**src/rtl/scratchpad_port_arbiter_if.sv**
```systemverilog
// Minimal TL-UL request/response types, and an interface that bundles the host
// and device sides of the scratchpad port arbiter.
package tlul_pkg;

  localparam logic [2:0] PutFullData    = 3'd0;
  localparam logic [2:0] PutPartialData = 3'd1;
  localparam logic [2:0] Get            = 3'd4;
  localparam logic [2:0] AccessAck      = 3'd0;
  localparam logic [2:0] AccessAckData  = 3'd1;

  typedef struct packed {
    logic        a_valid;
    logic [2:0]  a_opcode;
    logic [2:0]  a_param;
    logic [1:0]  a_size;
    logic [7:0]  a_source;
    logic [31:0] a_address;
    logic [3:0]  a_mask;
    logic [31:0] a_data;
    logic        d_ready;
  } tl_h2d_t;

  typedef struct packed {
    logic        d_valid;
    logic [2:0]  d_opcode;
    logic [2:0]  d_param;
    logic [1:0]  d_size;
    logic [7:0]  d_source;
    logic        d_sink;
    logic [31:0] d_data;
    logic        d_error;
    logic        a_ready;
  } tl_d2h_t;

endpackage


```
**src/rtl/scratchpad_port_arbiter.sv**
```systemverilog
// Shares one TL-UL device port among NumHosts hosts with in-order response routing.
// Define SCRATCHPAD_ARB_FIXED_PRIO_EN for fixed-priority (lowest index) arbitration.
module scratchpad_port_arbiter #(
  parameter int NumHosts       = 2,
  parameter int MaxOutstanding = 4
) (
  input  logic              clk_i,
  input  logic              rst_ni,
  input  tlul_pkg::tl_h2d_t tl_h_i [NumHosts],
  output tlul_pkg::tl_d2h_t tl_h_o [NumHosts],
  output tlul_pkg::tl_h2d_t tl_d_o,
  input  tlul_pkg::tl_d2h_t tl_d_i,
  output logic              busy_o,
  output logic              err_o
);

  localparam int IdxW = (NumHosts > 1) ? $clog2(NumHosts) : 1;
  localparam int PtrW = (MaxOutstanding > 1) ? $clog2(MaxOutstanding) : 1;
  localparam int CntW = $clog2(MaxOutstanding + 1);

  typedef enum logic {
    StArb,
    StLocked
  } state_e;

  state_e          state_q;
  logic [IdxW-1:0] lock_q;
  logic [IdxW-1:0] fifo_q [MaxOutstanding];
  logic [PtrW-1:0] wr_ptr_q;
  logic [PtrW-1:0] rd_ptr_q;
  logic [CntW-1:0] count_q;
  logic            err_q;

  logic [IdxW-1:0] arb_idx;
  logic            arb_found;
  logic [IdxW-1:0] gnt;
  logic            gnt_valid;
  logic [IdxW-1:0] head;
  logic            full;
  logic            empty;
  logic            dev_a_valid;
  logic            dev_d_ready;
  logic            a_hs;
  logic            d_hs;
  logic            push;
  logic            pop;

  function automatic logic [PtrW-1:0] ptr_inc(input logic [PtrW-1:0] p);
    return (p == PtrW'(MaxOutstanding - 1)) ? '0 : p + PtrW'(1);
  endfunction

  assign full  = (count_q == CntW'(MaxOutstanding));
  assign empty = (count_q == '0);

`ifdef SCRATCHPAD_ARB_FIXED_PRIO_EN
  always_comb begin
    arb_idx   = '0;
    arb_found = 1'b0;
    for (int i = NumHosts - 1; i >= 0; i--) begin
      if (tl_h_i[i].a_valid) begin
        arb_idx   = IdxW'(i);
        arb_found = 1'b1;
      end
    end
  end
`else
  logic [IdxW-1:0] last_q;

  // Scan from farthest to nearest so the host right after last_q wins.
  always_comb begin
    arb_idx   = '0;
    arb_found = 1'b0;
    for (int off = NumHosts; off >= 1; off--) begin
      if (tl_h_i[(int'(last_q) + off) % NumHosts].a_valid) begin
        arb_idx   = IdxW'((int'(last_q) + off) % NumHosts);
        arb_found = 1'b1;
      end
    end
  end
`endif

  // Valid/ready: a beat transfers in the cycle valid and ready are both high;
  // a locked grant keeps the A payload stable until that cycle.
  assign gnt         = (state_q == StLocked) ? lock_q : arb_idx;
  assign gnt_valid   = tl_h_i[gnt].a_valid & ((state_q == StLocked) | arb_found);
  assign dev_a_valid = rst_ni & gnt_valid & ~full;
  assign a_hs        = dev_a_valid & tl_d_i.a_ready;

  assign head        = fifo_q[rd_ptr_q];
  assign dev_d_ready = rst_ni & (empty | tl_h_i[head].d_ready);
  assign d_hs        = tl_d_i.d_valid & dev_d_ready;
  assign push        = a_hs;
  assign pop         = d_hs & ~empty;

  always_comb begin
    tl_d_o         = tl_h_i[gnt];
    tl_d_o.a_valid = dev_a_valid;
    tl_d_o.d_ready = dev_d_ready;
  end

  always_comb begin
    for (int i = 0; i < NumHosts; i++) begin
      tl_h_o[i]         = tl_d_i;
      tl_h_o[i].a_ready = rst_ni & tl_d_i.a_ready & (gnt == IdxW'(i)) & ~full;
      tl_h_o[i].d_valid = rst_ni & tl_d_i.d_valid & ~empty & (head == IdxW'(i));
    end
  end

  always_ff @(posedge clk_i or negedge rst_ni) begin
    if (!rst_ni) begin
      state_q  <= StArb;
      lock_q   <= '0;
      wr_ptr_q <= '0;
      rd_ptr_q <= '0;
      count_q  <= '0;
      err_q    <= 1'b0;
      for (int i = 0; i < MaxOutstanding; i++) begin
        fifo_q[i] <= '0;
      end
    end else begin
      case (state_q)
        StArb: begin
          if (dev_a_valid && !tl_d_i.a_ready) begin
            state_q <= StLocked;
            lock_q  <= gnt;
          end
        end
        StLocked: begin
          if (a_hs) begin
            state_q <= StArb;
          end
        end
        default: state_q <= StArb;
      endcase

      if (push) begin
        fifo_q[wr_ptr_q] <= gnt;
        wr_ptr_q         <= ptr_inc(wr_ptr_q);
      end
      if (pop) begin
        rd_ptr_q <= ptr_inc(rd_ptr_q);
      end

      case ({push, pop})
        2'b10:   count_q <= count_q + CntW'(1);
        2'b01:   count_q <= count_q - CntW'(1);
        default: count_q <= count_q;
      endcase

      // A response with nothing outstanding is swallowed and flagged.
      if (tl_d_i.d_valid && empty) begin
        err_q <= 1'b1;
      end
    end
  end

`ifndef SCRATCHPAD_ARB_FIXED_PRIO_EN
  always_ff @(posedge clk_i or negedge rst_ni) begin
    if (!rst_ni) begin
      last_q <= IdxW'(NumHosts - 1);
    end else if (push) begin
      last_q <= gnt;
    end
  end
`endif

  assign busy_o = (count_q != '0);
  assign err_o  = err_q;

endmodule

```
**config.mk**
```make
export PLATFORM = sky130hd
export DESIGN_NAME = scratchpad_port_arbiter
export DESIGN_NICKNAME = d
export VERILOG_FILES = /design/src/rtl/scratchpad_port_arbiter_if.sv /design/src/rtl/scratchpad_port_arbiter.sv
export SDC_FILE = /design/constraint.sdc
export NUM_CORES = 1
export LEC_CHECK = 0
export CELL_PAD_IN_SITES_DETAIL_PLACEMENT = 1
export CELL_PAD_IN_SITES_GLOBAL_PLACEMENT = 1
export CORE_AREA = 2 2 164 166
export CTS_CLUSTER_DIAMETER = 40
export DETAILED_ROUTE_END_ITERATION = 16
export DIE_AREA = 0 0 166 168
export DONT_BUFFER_PORTS = 1
export PLACE_DENSITY = 0.3
export SLEW_MARGIN = 30
export SYNTH_ARGS = -nofsm -noshare
export SYNTH_HDL_FRONTEND = slang
export SYNTH_SLANG_ARGS = --single-unit
```
**constraint.sdc**
```tcl
create_clock -name clk_i -period 5.4 [get_ports clk_i]
set_input_delay 1.08 -clock clk_i [delete_from_list [all_inputs] [get_ports clk_i]]
set_output_delay 1.08 -clock clk_i [all_outputs]
set_load 0.02 [all_outputs]
```
==> metrics.yaml <==
antenna_found_initial: 6
die-area_um2: 27900
dieWidth_um: 166
reg2reg_from: "count_q[0]"
drt_iter0_markers: 26
tritoncts: "built"
root_buffer: "clkbuf_16"
place_hpwl_mm: 7.99
syn_avg_cell_area_um2: 9.57
ys_seq_area_frac: 0.143
path_buf_inv: 1
area_growth_pct: -10.1
clk_pin_slew_ns: 0.05
status: "complete, no violations"
power.density_nw_per_um2: 613
synth_seq_cells: 15
clk_latency_ns: 0.25
max_cap_viol_count: 0
drcViolationCount: 0
grt_util_all_layers: 0.0573
r2r_slack_ns: 2.74
layout_min_cycle_time_ns: 3.43
hold_start: "fifo_q[0]"
finalHoldViolations: 0
slew_headroom: 0.457
fillCellCount: 3074
cpPeakStageDelay_ns: 0.51
multiInputGateArea_um2: 1400
skew_ns: 0.00521
holdPathStages: 1
tns_ns: 0
r2r_end: "count_q[2]"
path_delay_family: "multiplexers"
syn-num-nets: 508
grt_pass1_wl_mm: 11.5
path_max_fanout: 91
p_leak_nw: 0.781
cts-htree-levels: 1
crit_path_frequent_cell: "nand2_1"
finalNetCount: 402
async_flop_share: 1.00
place_ws_ns: 1.95
layout_common_cells: "mux2_1 (92), dfrtp_1 (14), inv_1 (12), nor2_1 (8), ha_1 (6)"
grt_max_degree: 92
drt_wl_total_mm: 8.96
required_ns: 4.32
routabilityCongestion: 0.670
port_buffers: 0
ys_types: 29
path_cells: "nand2_1 -> nand2_1 -> o21ai_4 -> buf_12 -> mux2_1"
synth_edf_count: 0
cts_buffers: 3
num_rows: 60
crit_arrival_ns: 2.35
cts-resized-gates: 0
ys.flop_type: "dfrtp_1"
fin_crit_sh: 0.636
startpoint: "tl_h_i[171]"
setup_ws_ns: 1.97
initial_utilization: 0.0999
synthesis.area_um2: 2630
yosys_warnings: 0
yosys.area.top_type: "mux2_1"
coreArea_um2: 26400
final_common_cell: "mux2_1"
drt-pass1-iter-count: 3
hold_class: "reg2reg"
vias: 1554
synth_top_area_share: 0.394
clk_path_buf_depth: 2
syn_inst: 275
grt_setup_unrepaired: "false"
drv_slew: 0
whs_endpoint: "fifo_q[0]"
drive_gt1_frac: 0.0595
crit_slowest_cell: "mux2_1"
grt_overflow_total: 0
regArea_um2: 377
grt_pass1_vias: 1590
worstSetupPathType: "in2out"
finalSetupViolCount: 0
ir_worst_vdd_mv: 0.374
worst-r2r-cell-count: 9
synth.area.top_cells: "mux2_1 (39%), buf_4 (29%), dfrtp_1 (13%), ha_1 (2.9%), buf_2 (1.7%)"
fmax_mhz: 291
ctsHoldBuffers: 0
via_per_inst: 3.02
tightest_slew_ns: 0.814
post_drt_wl_per_cell_um: 17.4
cts_sinks: 15
crit_path_end_kind: "output pin"
ios: 418
postCtsSetupBuffers: 0
die_h_um: 168
worstSetupStartpointType: "input port"
ant_nets: 0
[registers in the layout (all words and copies together), names as in the netlist, named ones only]
name / count
err_o: 1
last_q: 1
count_q: 3
wr_ptr_q: 2
lock_q: 1
rd_ptr_q: 2
fifo_q: 4
[routing by layer]
metal | track usage | up-vias | wire, um | share of wire
li1 | - | 622 | - | -
met5 | 0 | - | 0 | 0
met4 | 0.0272 | 0 | 372 | 0.042
met3 | 0.0317 | 19 | 1220 | 0.14
met2 | 0.0884 | 214 | 4100 | 0.46
met1 | 0.0642 | 699 | 3260 | 0.36
[worst max path at each step]
stage / to / slack [ns] / depth (start not counted)
global placement: tl_d_o[55] / 1.96 / 5
finish: tl_d_o[48] / 1.97 / 5
global route: tl_d_o[25] / 1.91 / 5
detailed placement: tl_d_o[55] / 1.95 / 5
floorplan: tl_d_o[43] / 2.17 / 5
CTS: tl_d_o[55] / 1.95 / 5
[cells in the mapped netlist, types with 2 or more instances]
| cell type | number |
|---|---|
| buf_2 | 9 |
| buf_4 | 102 |
| dfrtp_1 | 14 |
| ha_1 | 6 |
| inv_1 | 12 |
| mux2_1 | 92 |
| mux2i_1 | 3 |
| nand2_1 | 3 |
| nor2_1 | 8 |
| nor2b_1 | 2 |
| nor3_1 | 4 |
| nor4_1 | 2 |
| xnor2_1 | 2 |
[cell type report]
type                            instances  share of cell area
Multi-Input combinational cell        136               0.593
Tap cell                              341               0.180
Sequential cell                        15               0.159
Clock buffer                            3              0.0317
Inverter                               12              0.0190
Timing Repair Buffer                    1             0.00846
Antenna cell                            5             0.00529
Clock inverter                          1             0.00317
[report_power, final]
part | internal (mW) | switching (mW)
clock | 0.0999 | 0.0494
sequential | 0.173 | 0.0607
combinational | 0.345 | 0.723
total | 0.617 | 0.833
[worst reg2reg max path, delay by kind of cell (launching register included)]
| kind | cells | cell delay, ns |
|---|---|---|
| AOI/OAI and AO/OA | 1 | 0.74 |
| and+or+nand+nor | 2 | 0.36 |
| adders and majority gates | 2 | 0.57 |
| DFF | 1 | 0.44 |
| buffers and inverters | 2 | 0.20 |
| xor gates and xnor gates | 2 | 0.28 |
[through the flow]
stage / total power [mW] / hold WS, ns / util / instance area, um^2 / std cells
detailed placement: 1.32 / 0.480 / 0.0862 / 2270 / 505
global route: 1.55 / 0.505 / 0.0898 / 2370 / 514
CTS: 1.48 / 0.492 / 0.0894 / 2350 / 509
global placement: 1.32 / 0.476 / 0.0862 / 2270 / 505
finish: 1.45 / 0.487 / 0.0898 / 2370 / 514
floorplan: 1.28 / 0.452 / - / 2630 / 275
[logic make-up (layout without fill, tap and decap cells)]
family,count (synthesis),after routing,synth area share
AND/OR/NAND/NOR,21,21,0.0371
flip-flops,15,15,0.143
AO/OA/AOI/OAI,9,9,0.0338
buffers and inverters,124,17,0.327
multiplexers,96,96,0.413
adder cells (fa/ha/maj),7,7,0.0361
XOR/XNOR,3,3,0.00998
other,0,5,0
Note: power is estimated with default switching activity, not from simulation.
